File: config.mk
export PLATFORM = sky130hd
export DESIGN_NAME = onehot_decoder
export DESIGN_NICKNAME = d
export VERILOG_FILES = /design/src/rtl/onehot_decoder_pkg.sv /design/src/rtl/onehot_skid_buf.sv /design/src/rtl/onehot_decoder.sv
export SDC_FILE = /design/constraint.sdc
export NUM_CORES = 1
export LEC_CHECK = 0
export ABC_AREA = 1
export CAP_MARGIN = 20
export CORE_ASPECT_RATIO = 0.8
export CORE_MARGIN = 4
export CORE_UTILIZATION = 50
export DETAILED_ROUTE_END_ITERATION = 12
export PLACE_DENSITY_LB_ADDON = 0.25
export SLEW_MARGIN = 25
export SYNTH_ARGS = -nofsm -noshare
export SYNTH_HDL_FRONTEND = slang
export SYNTH_HIERARCHICAL = 1
export SYNTH_SLANG_ARGS = --single-unit
File: constraint.sdc
create_clock -name clk -period 1.75 [get_ports clk]
set_input_delay 0.2625 -clock clk [delete_from_list [all_inputs] [get_ports clk]]
set_output_delay 0.2625 -clock clk [all_outputs]
set_load 0.05 [all_outputs]
File: src/rtl/onehot_decoder_pkg.sv
// ---------------------------------------------------------------------------
// onehot_decoder_pkg
//   Shared types and helpers for the registered binary-to-one-hot decoder.
//   - occ_state_e : occupancy of the two-entry skid buffer (EMPTY/ONE/TWO)
//   - entry_t     : one decoded entry {err, onehot}, sized for the widest
//                   legal decoder (32 lines); narrower decoders use the low
//                   OUT_W bits and leave the rest at zero.
//   - decode_code : binary code -> entry_t, flagging codes >= out_w.
// ---------------------------------------------------------------------------
package onehot_decoder_pkg;

    localparam int ONEHOT_MAX_W = 32;
    localparam int CODE_MAX_W   = 5;

    typedef enum logic [1:0] {
        EMPTY = 2'd0,
        ONE   = 2'd1,
        TWO   = 2'd2
    } occ_state_e;

    typedef struct packed {
        logic                    err;
        logic [ONEHOT_MAX_W-1:0] onehot;
    } entry_t;

    // Codes outside the decoder's line count produce an all-zero vector and
    // raise err; this can only happen when out_w is not a power of two.
    function automatic entry_t decode_code(input logic [CODE_MAX_W-1:0] code,
                                           input int unsigned           out_w);
        entry_t e;
        e = '0;
        if (32'(code) < out_w) begin
            e.onehot = ONEHOT_MAX_W'(1) << code;
        end else begin
            e.err = 1'b1;
        end
        return e;
    endfunction

endpackage

File: src/rtl/onehot_skid_buf.sv
// ---------------------------------------------------------------------------
// onehot_skid_buf
//   Two-entry valid/ready FIFO (head + tail) carrying decoded entries.
//   The output is driven straight from the head register; the ready to the
//   producer depends only on registered occupancy.
//
//   Ports
//     clk          in   clock, all state on posedge
//     rst          in   synchronous active-low reset
//     in_valid_i   in   producer offers in_data_i
//     in_data_i    in   entry to store
//     in_ready_o   out  buffer not full
//     out_valid_o  out  head entry present
//     out_data_o   out  head entry
//     out_ready_i  in   consumer takes the head entry
// ---------------------------------------------------------------------------
module onehot_skid_buf
    import onehot_decoder_pkg::*;
(
    input  logic   clk,
    input  logic   rst,
    input  logic   in_valid_i,
    input  entry_t in_data_i,
    output logic   in_ready_o,
    output logic   out_valid_o,
    output entry_t out_data_o,
    input  logic   out_ready_i
);

    occ_state_e state_q, state_d;
    entry_t     head_q,  head_d;
    entry_t     tail_q,  tail_d;

    logic push;
    logic pop;

    assign in_ready_o  = (state_q != TWO);
    assign out_valid_o = (state_q != EMPTY);
    assign out_data_o  = head_q;

    assign push = in_valid_i & in_ready_o;
    assign pop  = out_valid_o & out_ready_i;

    always_comb begin
        state_d = state_q;
        head_d  = head_q;
        tail_d  = tail_q;
        unique case (state_q)
            EMPTY: begin
                if (push) begin
                    head_d  = in_data_i;
                    state_d = ONE;
                end
            end
            ONE: begin
                if (push && !pop) begin
                    tail_d  = in_data_i;
                    state_d = TWO;
                end else if (!push && pop) begin
                    state_d = EMPTY;
                end else if (push && pop) begin
                    // Head leaves and the new entry takes its place.
                    head_d  = in_data_i;
                end
            end
            TWO: begin
                // Full: no push possible, only drain tail into head.
                if (pop) begin
                    head_d  = tail_q;
                    state_d = ONE;
                end
            end
            default: state_d = EMPTY;
        endcase
    end

    always_ff @(posedge clk) begin
        if (!rst) begin
            state_q <= EMPTY;
            head_q  <= '0;
            tail_q  <= '0;
        end else begin
            state_q <= state_d;
            head_q  <= head_d;
            tail_q  <= tail_d;
        end
    end

endmodule

File: src/rtl/onehot_decoder.sv
// ---------------------------------------------------------------------------
// onehot_decoder
//   Registered binary-to-one-hot decoder with valid/ready on both sides and a
//   two-entry skid buffer. Codes are decoded at push time; the output comes
//   only from the buffer head register (one cycle latency, no in->out path).
//
//   Parameters
//     OUT_W   one-hot width, 2..32
//     IN_W    code width, derived as $clog2(OUT_W); do not override
//
//   Ports
//     clk         in   clock
//     rst         in   synchronous active-low reset
//     in_code     in   binary code
//     in_valid    in   in_code valid
//     in_ready    out  block can accept a code
//     out_onehot  out  one-hot of head entry
//     out_err     out  head entry's code was >= OUT_W
//     out_valid   out  out_onehot/out_err valid
//     out_ready   in   consumer accepts head entry
//
//   Optional (macro ONEHOT_DECODER_STATUS_EN):
//     err_sticky  out  set when an err entry is pushed, cleared by reset
//     xfer_count  out  16-bit wrapping count of output transfers
// ---------------------------------------------------------------------------
module onehot_decoder
    import onehot_decoder_pkg::*;
#(
    parameter int OUT_W = 8,
    parameter int IN_W  = $clog2(OUT_W)
) (
    input  logic             clk,
    input  logic             rst,
    input  logic [IN_W-1:0]  in_code,
    input  logic             in_valid,
    output logic             in_ready,
    output logic [OUT_W-1:0] out_onehot,
    output logic             out_err,
    output logic             out_valid,
`ifdef ONEHOT_DECODER_STATUS_EN
    output logic             err_sticky,
    output logic [15:0]      xfer_count,
`endif
    input  logic             out_ready
);

    logic [CODE_MAX_W-1:0] code_ext;
    entry_t                dec;
    entry_t                head;
    logic                  unused_head_bits;

    assign code_ext = CODE_MAX_W'(in_code);
    assign dec      = decode_code(code_ext, OUT_W);

    onehot_skid_buf u_skid (
        .clk         (clk),
        .rst         (rst),
        .in_valid_i  (in_valid),
        .in_data_i   (dec),
        .in_ready_o  (in_ready),
        .out_valid_o (out_valid),
        .out_data_o  (head),
        .out_ready_i (out_ready)
    );

    assign out_onehot = head.onehot[OUT_W-1:0];
    assign out_err    = head.err;

    // Lines above OUT_W are always zero; fold them so they count as consumed.
    assign unused_head_bits = ^head.onehot;

`ifdef ONEHOT_DECODER_STATUS_EN
    logic        push;
    logic        pop;
    logic        err_sticky_q, err_sticky_d;
    logic [15:0] xfer_count_q, xfer_count_d;

    assign push = in_valid & in_ready;
    assign pop  = out_valid & out_ready;

    always_comb begin
        err_sticky_d = err_sticky_q;
        xfer_count_d = xfer_count_q;
        if (push && dec.err) begin
            err_sticky_d = 1'b1;
        end
        if (pop) begin
            xfer_count_d = xfer_count_q + 16'd1;
        end
    end

    always_ff @(posedge clk) begin
        if (!rst) begin
            err_sticky_q <= 1'b0;
            xfer_count_q <= 16'd0;
        end else begin
            err_sticky_q <= err_sticky_d;
            xfer_count_q <= xfer_count_d;
        end
    end

    assign err_sticky = err_sticky_q;
    assign xfer_count = xfer_count_q;
`endif

endmodule
==> results.py <==
metrics = {
    "clocking": {
        "root_buffer": "clkbuf_4",
        "cts_tree": "built",
        "cts_setup_buffers": 0,
        "worst_skew_pair.late_latency_ns": 0.30,
        "ctsHtreeMaxLevel": 1,
        "cts_num_sinks": 20,
        "numCtsBuffers": 3,
        "clkSlewWorstSetupHoldPaths_ns": 0.11,
        "cts_buffer_depth": 2,
    },
    "logic_synthesis": {
        "netlist_instances": 188,
        "yosys_warnings": 6,
        "avgSynthCellArea_um2": 6.15,
        "netlist_area_um2": 1160,
    },
    "final_layout": {
        "final_cell_mix": "nand2_1 (54), nand3_1 (22), nor2_1 (19), a21oi_1 (19), dfxtp_1 (18)",
        "multi_input_area_um2": 549,
        "drive_gt1_frac": 0.134,
        "diodes": 0,
        "fillers": 200,
        "area_growth_pct": 18.7,
        "final_common_cell": "nand2_1",
        "nets": 205,
        "seq_area_um2": 403,
    },
    "sta": {
        "grt_setup_unrepaired": "no",
        "worst_pin_slew_ns": 0.508,
        "timing.final.crit_share": 0.937,
        "hold_ws_ns": 0.475,
        "fin_crit_ns": 1.64,
        "setup_slack_ns": 0.111,
        "skew_ns": 0.00234,
        "tns_ns": 0,
        "relSlewSlack": 0.661,
        "max_freq_mhz": 610,
        "hold_viol_final": 0,
        "final-max-slew-violation-count": 0,
        "finalSetupViolCount": 0,
    },
    "pwr": {
        "finalPower_mw": 1.18,
        "ir_drop_mv": 0.754,
        "power_frac_comb": 0.340,
        "p_seq_frac": 0.434,
        "power.share.clock": 0.227,
        "switching_power_uw": 419,
        "p_sw_frac": 0.355,
        "power_leakage_nw": 0.731,
        "power.internal_uw": 762,
        "powerDensity_nw_per_um2": 861,
    },
    "worst_setup_path": {
        "critPathRequiredTime_ns": 1.96,
        "cp-end-kind": "register",
        "crit_path_start_kind": "register",
        "critPathArrivalTime_ns": 1.85,
        "crit_fanout": 18,
        "worst-setup-path-type": "reg -> reg",
    },
    "floorplan": {
        "die-area_um2": 3150,
        "io_pins": 18,
        "initial_utilization": 0.531,
        "rows": 15,
        "die-height_um": 51.0,
        "core_area_um2": 2180,
        "die_w_um": 61.8,
    },
    "global_routing": {
        "gr-usage-all-layers": 0.164,
        "grt_antenna_before_repair": 0,
        "grt_pass1_vias": 950,
        "grt_pass1_wl_um": 3890,
        "overflow": 0,
        "grt_start_max_net_pins": 19,
    },
    "run": {
        "cap_violations": 0,
    },
    "routing": {
        "viasPerCell": 4.90,
        "wl_per_cell_um": 11.1,
        "drc": 0,
        "vias": 1073,
        "routed_wl_um": 2430,
        "drt_iter0_drc": 76,
        "dr.pass1.iters": 5,
        "antenna_left": 0,
    },
    "worst_hold_path": {
        "hold_class": "reg -> reg",
    },
    "placement": {
        "gp_congestion": 0.830,
        "port_buffers": 17,
        "post-place-ws_ns": -0.164,
        "hpwl_um": 1790,
    },
    "status": {
        "status": "completed",
    },
}
[final timing paths]
check,startpoint,end,slack [ns],cells after the start
setup / recovery,u_skid/state_q[1],u_skid/out_data_o[2],0.11,11
hold / removal,u_skid/tail_q[4],u_skid/tail_q[4],0.48,2
setup reg to reg,u_skid/state_q[1],u_skid/out_data_o[2],0.11,11
hold reg to reg,u_skid/tail_q[4],u_skid/tail_q[4],0.48,2
[per-layer routing]
layer	part of all wire	wire length (um)	global-route usage
met5	0	0	0
met4	0.0058	14	0.0424
met3	0.059	144	0.0581
met2	0.46	1120	0.251
met1	0.48	1150	0.217
[what timing repair did]
action | CTS | global route
setup endpoints to repair | 1 | 24
hold buffers | 0 | 0
resized for setup | 1 | 8
[through the flow]
| step | std cells | instance area [um^2] | util |
|---|---|---|---|
| after global routing | 219 | 1370 | 0.630 |
| final | 219 | 1370 | 0.630 |
| after floorplan | 189 | 1180 | - |
| after global placement | 215 | 1320 | 0.605 |
| after CTS | 219 | 1350 | 0.621 |
| after detailed placement | 215 | 1320 | 0.605 |
[power groups by stage]
stage	Combinational, mW	Sequential (mW)	Clock, mW
floorplan	0.219	0.609	0
global placement	0.394	0.521	0
detailed placement	0.402	0.523	0
CTS	0.401	0.513	0.279
global route	0.436	0.516	0.307
finish	0.401	0.512	0.268
[critical path, cell delays in order (launching register included)]
cell and delay (ns):
dfxtp_2 0.43, nor2_2 0.07, nor2_1 0.14, inv_1 0.06, ha_1 0.20, nor2_1 0.11, nand3_1 0.08, nand2_1 0.11
buf_12 0.15, nand3_1 0.08, nand2_1 0.08, nor2_1 0.04
[area by class of cell]
cell class	instances	area share
sequential	20	0.294
tap	25	0.0228
clock buffer	4	0.0264
inverter	22	0.0629
multi-input combinational	122	0.400
timing repair buffer	26	0.194
[state kept, by name, summed over array words and instances (netlist names)]
signal             flops
u_skid/out_data_o      9
u_skid/state_q         2
u_skid/tail_q          9
(Power assumes the default switching activity.)
